### src/rtl/framebuffer_scan_reader_if.sv
// Bundle of the frame request handshake, framebuffer RAM read port and pixel stream
// used by framebuffer_scan_reader. The master side is the reader itself.
interface framebuffer_scan_reader_if;
  logic        req;
  logic        ack;
  logic        busy;
  logic        re;
  logic [15:0] raddr;
  logic [7:0]  rdata;
  logic [7:0]  gdata;
  logic [7:0]  bdata;
  logic [23:0] pix_rgb;
  logic        pix_valid;
  logic        pix_ready;
  logic        pix_sol;
  logic        pix_eof;

  modport master (
    input  req, rdata, gdata, bdata, pix_ready,
    output ack, busy, re, raddr, pix_rgb, pix_valid, pix_sol, pix_eof
  );

  modport slave (
    output req, rdata, gdata, bdata, pix_ready,
    input  ack, busy, re, raddr, pix_rgb, pix_valid, pix_sol, pix_eof
  );
endinterface

### src/rtl/framebuffer_scan_reader.sv
// Raster-order framebuffer reader: scans {y,x} on a req/ack handshake and streams
// RGB pixels with start-of-line / end-of-frame tags through a 2-entry skid FIFO.
module framebuffer_scan_reader #(
  parameter logic [7:0] H_LAST = 8'd255,
  parameter logic [7:0] V_LAST = 8'd255
) (
  input logic                       clk,
  input logic                       rst,
  framebuffer_scan_reader_if.master bus
);

  typedef enum logic [1:0] {StIdle, StRead, StDrain, StDone} state_e;

  state_e      state_q;
  logic [7:0]  x_q;
  logic [7:0]  y_q;
  logic        ack_q;
  logic        busy_q;

  logic        inflight_q;
  logic        tag_sol_q;
  logic        tag_eof_q;

  logic [25:0] mem_q [2];
  logic        wr_ptr_q;
  logic        rd_ptr_q;
  logic [1:0]  count_q;

  logic        push;
  logic        pop;
  logic        issue;
  logic        last_pix;
  logic [1:0]  occupancy;

  assign push     = inflight_q;
  assign pop      = (count_q != 2'd0) && bus.pix_ready;
  assign last_pix = (x_q == H_LAST) && (y_q == V_LAST);

  // A pop on this edge frees a slot for the read issued now; without that credit the
  // stream could not sustain one pixel per cycle with only two entries.
  assign occupancy = count_q + {1'b0, inflight_q} - {1'b0, pop};
  assign issue     = (state_q == StRead) && (occupancy < 2'd2);

  assign bus.re    = issue;
  assign bus.raddr = issue ? {y_q, x_q} : 16'h0000;
  assign bus.ack   = ack_q;
  assign bus.busy  = busy_q;

  assign bus.pix_valid = (count_q != 2'd0);
  assign {bus.pix_sol, bus.pix_eof, bus.pix_rgb} = mem_q[rd_ptr_q];

  always_ff @(posedge clk or posedge rst) begin
    if (rst) begin
      state_q <= StIdle;
      x_q     <= 8'd0;
      y_q     <= 8'd0;
      ack_q   <= 1'b0;
      busy_q  <= 1'b0;
    end else begin
      case (state_q)
        StIdle: begin
          if (bus.req) begin
            state_q <= StRead;
            x_q     <= 8'd0;
            y_q     <= 8'd0;
            ack_q   <= 1'b1;
            busy_q  <= 1'b1;
          end
        end
        StRead: begin
          if (issue) begin
            // Explicit compare so a full 256-wide line does not depend on 8-bit wrap.
            if (x_q == H_LAST) begin
              x_q <= 8'd0;
              y_q <= y_q + 8'd1;
            end else begin
              x_q <= x_q + 8'd1;
            end
            if (last_pix) begin
              state_q <= StDrain;
            end
          end
        end
        StDrain: begin
          if ((count_q == 2'd0) && !inflight_q) begin
            state_q <= StDone;
          end
        end
        StDone: begin
          if (!bus.req) begin
            state_q <= StIdle;
            ack_q   <= 1'b0;
            busy_q  <= 1'b0;
          end
        end
        default: begin
          state_q <= StIdle;
          ack_q   <= 1'b0;
          busy_q  <= 1'b0;
        end
      endcase
    end
  end

  always_ff @(posedge clk or posedge rst) begin
    if (rst) begin
      inflight_q <= 1'b0;
      tag_sol_q  <= 1'b0;
      tag_eof_q  <= 1'b0;
    end else begin
      inflight_q <= issue;
      if (issue) begin
        tag_sol_q <= (x_q == 8'd0);
        tag_eof_q <= last_pix;
      end
    end
  end

  always_ff @(posedge clk or posedge rst) begin
    if (rst) begin
      for (int i = 0; i < 2; i++) begin
        mem_q[i] <= '0;
      end
      wr_ptr_q <= 1'b0;
      rd_ptr_q <= 1'b0;
      count_q  <= 2'd0;
    end else begin
      if (push) begin
        mem_q[wr_ptr_q] <= {tag_sol_q, tag_eof_q, bus.rdata, bus.gdata, bus.bdata};
        wr_ptr_q        <= ~wr_ptr_q;
      end
      if (pop) begin
        rd_ptr_q <= ~rd_ptr_q;
      end
      count_q <= count_q + {1'b0, push} - {1'b0, pop};
    end
  end

  a_no_overflow: assert property (@(posedge clk) disable iff (rst) !(push && (count_q == 2'd2)))
    else $error("framebuffer_scan_reader: push into full FIFO");

endmodule
### src/flat_wrapper.sv
// flat-port wrapper written by rule: the top's interface ports become plain ports
module framebuffer_scan_reader_flat 
#(
  parameter logic [7:0] H_LAST = 8'd255,
  parameter logic [7:0] V_LAST = 8'd255
)
  (clk, rst, bus_req, bus_rdata, bus_gdata, bus_bdata, bus_pix_ready, bus_ack, bus_busy, bus_re, bus_raddr, bus_pix_rgb, bus_pix_valid, bus_pix_sol, bus_pix_eof);
  framebuffer_scan_reader_if bus_i ();
  input logic clk;
  input logic rst;
  input wire logic [$bits(bus_i.req)-1:0] bus_req;
  input wire logic [$bits(bus_i.rdata)-1:0] bus_rdata;
  input wire logic [$bits(bus_i.gdata)-1:0] bus_gdata;
  input wire logic [$bits(bus_i.bdata)-1:0] bus_bdata;
  input wire logic [$bits(bus_i.pix_ready)-1:0] bus_pix_ready;
  output wire logic [$bits(bus_i.ack)-1:0] bus_ack;
  output wire logic [$bits(bus_i.busy)-1:0] bus_busy;
  output wire logic [$bits(bus_i.re)-1:0] bus_re;
  output wire logic [$bits(bus_i.raddr)-1:0] bus_raddr;
  output wire logic [$bits(bus_i.pix_rgb)-1:0] bus_pix_rgb;
  output wire logic [$bits(bus_i.pix_valid)-1:0] bus_pix_valid;
  output wire logic [$bits(bus_i.pix_sol)-1:0] bus_pix_sol;
  output wire logic [$bits(bus_i.pix_eof)-1:0] bus_pix_eof;
  assign bus_i.req = bus_req;
  assign bus_i.rdata = bus_rdata;
  assign bus_i.gdata = bus_gdata;
  assign bus_i.bdata = bus_bdata;
  assign bus_i.pix_ready = bus_pix_ready;
  assign bus_ack = bus_i.ack;
  assign bus_busy = bus_i.busy;
  assign bus_re = bus_i.re;
  assign bus_raddr = bus_i.raddr;
  assign bus_pix_rgb = bus_i.pix_rgb;
  assign bus_pix_valid = bus_i.pix_valid;
  assign bus_pix_sol = bus_i.pix_sol;
  assign bus_pix_eof = bus_i.pix_eof;
  framebuffer_scan_reader #(.H_LAST(H_LAST), .V_LAST(V_LAST)) u_core (.clk(clk), .rst(rst), .bus(bus_i));
endmodule
### config.mk
export PLATFORM = sky130hd
export DESIGN_NAME = framebuffer_scan_reader_flat
export DESIGN_NICKNAME = d
export VERILOG_FILES = /design/src/rtl/framebuffer_scan_reader_if.sv /design/src/rtl/framebuffer_scan_reader.sv /design/src/flat_wrapper.sv
export SDC_FILE = /design/constraint.sdc
export NUM_CORES = 1
export LEC_CHECK = 0
export CAP_MARGIN = 40
export CELL_PAD_IN_SITES_DETAIL_PLACEMENT = 0
export CELL_PAD_IN_SITES_GLOBAL_PLACEMENT = 1
export CORE_ASPECT_RATIO = 0.5
export CORE_MARGIN = 5
export CORE_UTILIZATION = 35
export CTS_BUF_LIST = sky130_fd_sc_hd__clkbuf_4 sky130_fd_sc_hd__clkbuf_8
export DETAILED_ROUTE_END_ITERATION = 10
export PLACE_DENSITY_LB_ADDON = 0.1
export SLEW_MARGIN = 20
export SYNTH_ARGS = -nofsm -noshare
export SYNTH_HDL_FRONTEND = slang
export SYNTH_SLANG_ARGS = --single-unit
### constraint.sdc
create_clock -name clk -period 4.9 [get_ports clk]
set_clock_uncertainty 0.05 [all_clocks]
set_input_delay 1.225 -clock clk [delete_from_list [all_inputs] [get_ports clk]]
set_output_delay 1.225 -clock clk [all_outputs]
set_load 0.01 [all_outputs]
==> flow_summary.json, run 1 <==
{
  "status": "finished clean",
  "rsz0062_at_grt": "yes",
  "antenna_found_initial": 0,
  "synth-seq-cells": 78,
  "core-area_um2": 10410,
  "synthTopCellsByArea": "dfrtp_1, mux2_2, ha_1, and2_1, nand2_1",
  "root_buffer": "clkbuf_8",
  "synth.yosys.seq_area_share": 0.5113,
  "fin_nets": 424,
  "layout.cells.non_filler": 531,
  "vias": 2634,
  "synth_edf_count": 0,
  "cts_buffers": 9,
  "peakVddDrop_mv": 0.3032,
  "fillers": 979,
  "synth_top_area_cell": "dfrtp_1",
  "wirelength_um": 8684,
  "final_antenna_net_count": 0,
  "placed_cells": 514,
  "placement.io_buffers": 73,
  "whs_ns": 0.4567,
  "finalMaxSlewViolations": 0,
  "synth_async_sr_flop_share": 1.000,
  "gp_congestion": 0.7276,
  "fin_crit_ns": 4.759,
  "ys_warn_count": 0,
  "hold_buffers": 0,
  "rows": 26,
  "track_usage": 0.1418,
  "boundaryPins": 74,
  "cp-start-kind": "input pin",
  "cts_tree": "yes",
  "maxCapViolations": 0,
  "synth_top_area_frac": 0.5113,
  "synth_area_um2": 3817,
  "drtIter0Drc": 101,
  "wl_met2_um": 4191,
  "overflow": 0,
  "powerDensity_nw_per_um2": 702.7,
  "worst_slew_pin_slew_ns": 0.6924,
  "leakage_nw": 2.199,
  "dr.max_layer_used": "met4",
  "synth_cell_types": 42,
  "fmax_mhz": 210.1,
  "die_h_um": 83.85,
  "slew_headroom": 0.5368,
  "dieArea_um2": 13220,
  "path_max_fanout": 13,
  "syn_inst": 310,
  "cts.htree.levels": 3,
  "start_util": 0.3667,
  "grt_pass1_vias": 2854,
  "wl_met1_um": 3820,
  "clk_path_buf_depth": 2,
  "hold_violations": 0,
  "crit_required_ns": 3.62,
  "diodes": 0,
  "post-dp-hpwl_um": 5868,
  "clk_pin_slew_ns": 0.08,
  "setup_violations": 0,
  "final_cell_mix": "mux2_2, dfrtp_1, clkdlybuf4s50_1",
  "area_growth_pct": 29.27,
  "clkLatencyLatePin_ns": 0.35,
  "grt_pass1_wl_um": 14890,
  "cp.arrival_ns": 3.48,
  "cts.sinks": 78,
  "synth_flop_cell": "dfrtp_1",
  "viasPerCell": 4.960,
  "dr.pass1.iters": 4,
  "met3_length_um": 523,
  "holdCritPathClass": "flop to flop",
  "grt_max_degree": 56,
  "syn_nets": 347,
  "mostFrequentLayoutCell": "mux2_2",
  "timing.final.crit_share": 0.9713,
  "wire_per_inst_um": 16.35,
  "fp.dieW_um": 157.7,
  "drc_errors": 0,
  "drive_gt1_frac": 0.2941,
  "synth_area_per_cell_um2": 12.31,
  "worstSetupPathType": "input pin to output port",
  "worst_setup_path_end_kind": "output port"
}
[metrics by stage]
stage	total power, mW	area [µm²]	TNS [ns]	utilization	worst slack (ns)
after global placement	2.905	4682	0	0.4498	0.1378
after CTS	3.494	4896	0	0.4703	0.07070
after detailed placement	2.948	4684	0	0.4500	0.09800
final	3.468	4935	0	0.4740	0.1408
after floorplan	2.177	3817	0	-	0.7668
after global routing	3.729	4935	-0.1421	0.4740	-0.02492
[layer usage]
| metal | track usage | vias to the layer above |
|---|---|---|
| met3 | 0.04972 | 17 |
| met2 | 0.2278 | 63 |
| met1 | 0.1784 | 1305 |
| met5 | 0 | - |
| li1 | - | 1249 |
| met4 | 0.04606 | 0 |
[area by class of cell]
| type | instances | area [µm²] | area share |
|---|---|---|---|
| flip-flops and latches | 78 | 1952 | 0.3955 |
| multi-input cells | 201 | 1720 | 0.3486 |
| repair buffers | 82 | 819.5 | 0.1661 |
| clock buffers | 9 | 123.9 | 0.02510 |
| inverters | 15 | 56.30 | 0.01141 |
| well taps | 140 | 175.2 | 0.03550 |
| clock inverters | 6 | 87.58 | 0.01775 |
[logic make-up (layout without fill, tap and decap cells)]
kind of cell             count (synthesis)  after routing  share of synthesized area
flip-flops                              78             78                     0.5113
AO/OA/AOI/OAI                           33             33                    0.06195
buffers and inverters                   31            112                    0.03933
adder cells (fa/ha/maj)                  9              9                    0.02950
XOR/XNOR                                 5              5                    0.01573
multiplexers                            83             83                     0.2442
AND/OR/NAND/NOR                         71             71                    0.09800
[worst paths after layout]
path | to | slack (ns) | cells past startpoint | start
setup / recovery | bus_raddr[10] | 0.14 | 10 | bus_pix_ready
hold / removal | u_core.mem_q[37] | 0.46 | 1 | u_core.mem_q[37]
setup reg to reg | u_core.y_q[1] | 1.89 | 10 | u_core.count_q[1]
hold reg to reg | u_core.mem_q[37] | 0.46 | 1 | u_core.mem_q[37]
max in group asynchronous | u_core.mem_q[48] | 2.52 | 3 | rst
min in group asynchronous | u_core.mem_q[1] | 1.20 | 2 | rst
[repair_timing]
| item | CTS | global route |
|---|---|---|
| gates resized for setup | 0 | 9 |
| buffers inserted | 0 | 2 |
| setup endpoints to repair | 0 | 13 |
[worst max-delay path: stages]
cell and delay (ns):
clkdlybuf4s50_1 0.39, and2_1 0.16, ha_1 0.29, inv_1 0.06
ha_1 0.14, xor3_2 0.26, nor2_2 0.11, buf_6 0.16
and2_1 0.14, clkdlybuf4s50_1 0.53
[cells in the mapped netlist, types with 2 or more instances]
cell       count
or2_2          2
buf_1          2
inv_1         15
nand3_1        8
ha_1           9
o21ai_0       10
o2111ai_1      2
mux2i_1        2
o211ai_1       2
xor2_1         2
nor3_1         7
nor2_1         9
dfrtp_1       78
nand2_1       17
nand2b_1       4
a21oi_1        5
nand4_1        4
mux2_2        81
nor4_1         3
a31oi_1        6
and2_1        11
clkbuf_1       8
xnor2_1        2
and3_1         2
clkbuf_8       2
[where the power goes]
group | internal (mW) | switching, mW
clock | 0.284 | 0.239
combinational | 1.07 | 0.799
sequential | 0.904 | 0.175
[registers in the layout, indices dropped and copies added (netlist names), 2 cells and up]
name,flops
u_core.state_q,2
u_core.mem_q,52
u_core.count_q,2
u_core.y_q,8
u_core.x_q,8
Note: power is estimated with default switching activity, not from simulation.
==> run 2: changes to the inputs <==
Settings changed: CTS_BUF_LIST sky130_fd_sc_hd__clkbuf_4 sky130_fd_sc_hd__clkbuf_8 to sky130_fd_sc_hd__clkbuf_8 sky130_fd_sc_hd__clkbuf_16.
==> run 2 against run 1 <==
Net effect:
- global-route usage about the same
- final cell count unchanged
- critical path depth unchanged
- critical endpoint unchanged
- largest power group unchanged
==> flow_summary.json, run 2 (synthesis gave the netlist of run 1 again) <==
{
  "grt_pass1_vias": 2874,
  "setup_violations": 0,
  "wirelength_um": 8778,
  "slew_headroom": 0.5318,
  "drive_gt1_frac": 0.2941,
  "grt_pass1_wl_um": 15000,
  "dr.pass1.iters": 4,
  "diodes": 0,
  "clkLatencyLatePin_ns": 0.33,
  "root_buffer": "clkbuf_16",
  "cts_tree": "yes",
  "cp-start-kind": "input pin",
  "fin_util": 0.4838,
  "dieArea_um2": 13220,
  "core-area_um2": 10410,
  "crit_required_ns": 3.62,
  "cp.arrival_ns": 3.48,
  "largest_reg_flops": 52,
  "powerDensity_nw_per_um2": 725.0,
  "status": "finished clean",
  "fmax_mhz": 210.2,
  "final_cell_mix": "mux2_2, dfrtp_1, clkdlybuf4s50_1",
  "rsz0062_at_grt": "yes",
  "clk_pin_slew_ns": 0.06,
  "path_max_fanout": 13,
  "overflow": 0,
  "gp_congestion": 0.7276,
  "placement.io_buffers": 73,
  "antenna_found_initial": 0,
  "worst_slew_pin_slew_ns": 0.6999,
  "rows": 26,
  "hold_violations": 0,
  "fin_nets": 424,
  "worst_setup_path_end_kind": "output port",
  "cts.htree.levels": 3,
  "mostFrequentLayoutCell": "mux2_2",
  "area_growth_pct": 31.92,
  "drtIter0Drc": 100,
  "wire_per_inst_um": 16.53,
  "holdCritPathClass": "flop to flop",
  "largest-register": "u_core.mem_q",
  "leakage_nw": 2.245,
  "post-dp-hpwl_um": 5868,
  "grt_max_degree": 56,
  "peakVddDrop_mv": 0.3054,
  "fp.dieW_um": 157.7,
  "final_antenna_net_count": 0,
  "cts.sinks": 78,
  "viasPerCell": 5.030,
  "start_util": 0.3667,
  "top_regs": "u_core.mem_q x52, u_core.x_q x8, u_core.y_q x8",
  "boundaryPins": 74,
  "cp-startpoint": "bus_pix_ready",
  "track_usage": 0.1420,
  "vias": 2671,
  "finalPower_mw": 3.651,
  "maxCapViolations": 0,
  "clk_path_buf_depth": 2,
  "die_h_um": 83.85,
  "finalMaxSlewViolations": 0,
  "hold_start": "u_core.mem_q[37]",
  "fin_crit_ns": 4.758,
  "worstSetupPathType": "input pin to output port",
  "timing.final.crit_share": 0.9711,
  "drc_errors": 0,
  "rr_startpoint": "u_core.count_q[1]",
  "cts_buffers": 9
}
[run 2: cell counts in the layout (fill, tap and decap cells not counted)]
No cell type changed its count.
[run 2: metal layers]
metal  global-route usage  vias to the layer above  share of wire  wire [µm]
met5                    0                        -              0          0
met4              0.04137                        0          0.016        144
met3              0.04816                       17          0.052        460
met2               0.2317                       58           0.50       4356
met1               0.1786                     1344           0.43       3817
li1                     -                     1252              -          -
[run 2: worst max-delay path, cell delays in order]
cell             delay (ns)
clkdlybuf4s50_1        0.39
and2_1                 0.16
ha_1                   0.29
inv_1                  0.06
ha_1                   0.14
xor3_2                 0.26
nor2_2                 0.11
buf_6                  0.16
and2_1                 0.14
clkdlybuf4s50_1        0.53
[run 2: path summary, 6_finish.rpt]
kind                                          to  cells past startpoint  slack (ns)
worst max-delay path               bus_raddr[10]                     10        0.14
min in group asynchronous        u_core.mem_q[1]                      2        1.23
worst min-delay path            u_core.mem_q[37]                      1        0.45
max in group asynchronous       u_core.mem_q[12]                      3        2.48
worst max register to register     u_core.y_q[1]                     10        1.89
worst min register to register  u_core.mem_q[37]                      1        0.45
[run 2: timing repair]
| item | CTS | global route |
|---|---|---|
| gates resized for setup | 0 | 9 |
| endpoints found under the setup margin | 0 | 13 |
| hold buffers | 0 | 0 |
| setup buffers | 0 | 2 |
[run 2: area by class of cell]
type,count,area (µm²)
fill,968,5374
sequential,78,1952
multi-input combinational,201,1720
timing repair buffer,82,819.5
clock buffer,9,225.2
tap,140,175.2
clock inverter,6,87.58
inverter,15,56.30
[run 2: metrics by stage]
stage | worst slack (ns) | hold slack (ns) | area (µm²) | instances | TNS [ns]
2_1_floorplan | 0.7668 | 0.4018 | 3817 | 310 | 0
4_1_cts | 0.07060 | 0.4519 | 4997 | 529 | 0
3_3_place_gp | 0.1378 | 0.4158 | 4682 | 514 | 0
6_report | 0.1417 | 0.4514 | 5036 | 531 | 0
3_5_place_dp | 0.09800 | 0.4376 | 4684 | 514 | 0
5_1_grt | -0.02533 | 0.4671 | 5036 | 531 | -0.1473
[run 2: report_power, final]
part / switching, mW / internal [mW] / total [mW] / leakage (nW)
Combinational: 0.806 / 1.07 / 1.87 / 1.16
Sequential: 0.176 / 0.906 / 1.08 / 0.932
Clock: 0.255 / 0.443 / 0.697 / 0.155
==> run 3: changes to the inputs <==
Clock period 4.9 ns to 5 ns, I/O delays scaled along.
==> run 3 against run 2 <==
Net effect:
- sequential power about the same
- clock power about the same
- final area down 0.70%
- final cell count down 0.38%
- register-to-register slack better by 0.11 ns
- clock-buffer cell count unchanged
- critical path type unchanged
- routed wire length about the same
- combinational power down 5%
- largest cell class unchanged
==> flow_summary.json, run 3 (synthesis gave the netlist of run 1 again) <==
{
  "status": "finished clean",
  "cp.arrival_ns": 3.55,
  "track_usage": 0.1409,
  "powerDensity_nw_per_um2": 709.1,
  "clk_path_buf_depth": 2,
  "rr_startpoint": "u_core.count_q[1]",
  "overflow": 0,
  "timing.final.crit_share": 0.9701,
  "grt_pass1_vias": 2909,
  "layout.cells.non_filler": 529,
  "wire_per_inst_um": 16.60,
  "fin_crit_ns": 4.850,
  "post-dp-hpwl_um": 5793,
  "holdCritPathClass": "flop to flop",
  "clk_pin_slew_ns": 0.05,
  "post-cts-setup-buffers": 0,
  "top_regs": "u_core.mem_q x52, u_core.x_q x8, u_core.y_q x8",
  "setup_ws_ns": 0.1495,
  "fin_tns_setup_ns": 0,
  "core-area_um2": 10410,
  "gp_congestion": 0.7292,
  "wirelength_um": 8779,
  "drive_gt1_frac": 0.2879,
  "p_sw_mw": 1.206,
  "placement.io_buffers": 73,
  "fin_util": 0.4804,
  "setup_violations": 0,
  "final_antenna_net_count": 0,
  "final_cell_mix": "mux2_2, dfrtp_1, clkdlybuf4s50_1",
  "antenna_found_initial": 0,
  "cts.sinks": 78,
  "leakage_nw": 2.126,
  "path_max_fanout": 14,
  "seq_area_um2": 1953,
  "hold_start": "u_core.wr_ptr_q",
  "drtIter0Drc": 85,
  "fp.dieW_um": 157.7,
  "rows": 26,
  "grt_pass1_wl_um": 14730,
  "vias": 2623,
  "cp-start-kind": "input pin",
  "die_h_um": 83.85,
  "power.share.clock": 0.197,
  "area_growth_pct": 31.01,
  "place_ws_ns": 0.1461,
  "cts.repair.resized": 0,
  "diodes": 0,
  "finalMaxSlewViolations": 0,
  "worst_setup_path_end_kind": "output port",
  "largest_reg_flops": 52,
  "dieArea_um2": 13220,
  "viasPerCell": 4.958,
  "boundaryPins": 74,
  "grt_max_degree": 56,
  "multi_input_area_um2": 1718,
  "cts.htree.levels": 3,
  "comb_power_share": 0.498,
  "slew_headroom": 0.5349,
  "start_util": 0.3667,
  "root_buffer": "clkbuf_16",
  "power_frac_seq": 0.305,
  "rsz0062_at_grt": "no",
  "fillers": 976,
  "intPower_mw": 2.340,
  "hold_buffers": 0,
  "placed_cells": 513,
  "cp-startpoint": "bus_pix_ready",
  "cts_buffers": 9,
  "hold_violations": 0,
  "maxCapViolations": 0,
  "largest-register": "u_core.mem_q",
  "mostFrequentLayoutCell": "mux2_2",
  "clkLatencyLatePin_ns": 0.33,
  "fmax_mhz": 206.2,
  "crit_required_ns": 3.70,
  "dr.pass1.iters": 4,
  "drc_errors": 0,
  "cts_tree": "yes",
  "worst_slew_pin_slew_ns": 0.6952,
  "p_sw_frac": 0.3401,
  "peakVddDrop_mv": 0.3241,
  "worstSetupPathType": "input pin to output port",
  "fin_nets": 421
}
[run 3: cell count changes in the layout (fill, tap and decap cells not counted), sizes merged]
cell / before / now
buf: 9 / 6
clkdlybuf4s50: 66 / 73
clkinv: 4 / 2
clkinvlp: 0 / 1
dlymetal6s2s: 7 / 0
inv: 15 / 17
[run 3: power groups by stage]
stage                     Combinational (mW)  Clock [mW]  Sequential (mW)
after floorplan                         1.14           0            0.990
after global placement                  1.77           0             1.07
after detailed placement                1.79           0             1.09
after CTS                               1.80       0.722             1.09
after global routing                    1.92       0.753             1.12
final                                   1.77       0.698             1.08
[run 3: per-layer routing]
layer | part of all wire | vias to the layer above | routed length (µm) | track usage
met5 | 0 | - | 0 | 0
met3 | 0.051 | 7 | 452 | 0.04505
met2 | 0.49 | 52 | 4283 | 0.2340
met1 | 0.45 | 1317 | 3988 | 0.1755
met4 | 0.0063 | 0 | 55 | 0.04137
li1 | - | 1247 | - | -
[run 3: layout make-up]
type | count | area share
multi-input cells | 201 | 0.3435
well taps | 140 | 0.03503
inverters | 15 | 0.01126
clock inverters | 7 | 0.01951
flip-flops and latches | 78 | 0.3905
repair buffers | 79 | 0.1551
clock buffers | 9 | 0.04503
[run 3: stage by stage]
step / instance area (µm²) / power (mW) / hold WS [ns]
floorplan: 3817 / 2.133 / 0.4018
global placement: 4674 / 2.846 / 0.4153
detailed placement: 4678 / 2.883 / 0.4376
CTS: 5001 / 3.613 / 0.4486
global route: 5001 / 3.796 / 0.4610
finish: 5001 / 3.546 / 0.4454
[run 3: final timing paths]
path | end | slack, ns | depth (start not counted)
setup / recovery | bus_raddr[3] | 0.15 | 10
hold / removal | u_core.wr_ptr_q | 0.45 | 1
setup reg to reg | u_core.y_q[1] | 2.00 | 10
hold reg to reg | u_core.wr_ptr_q | 0.45 | 1
max in group asynchronous | u_core.mem_q[38] | 2.56 | 3
min in group asynchronous | u_core.mem_q[1] | 1.24 | 2
[run 3: critical path: stages]
cell,delay [ns]
clkdlybuf4s50_1,0.39
and2_1,0.16
ha_1,0.29
inv_1,0.06
ha_1,0.14
xor3_2,0.25
nor2_1,0.09
buf_4,0.20
and2_1,0.17
clkdlybuf4s50_1,0.54
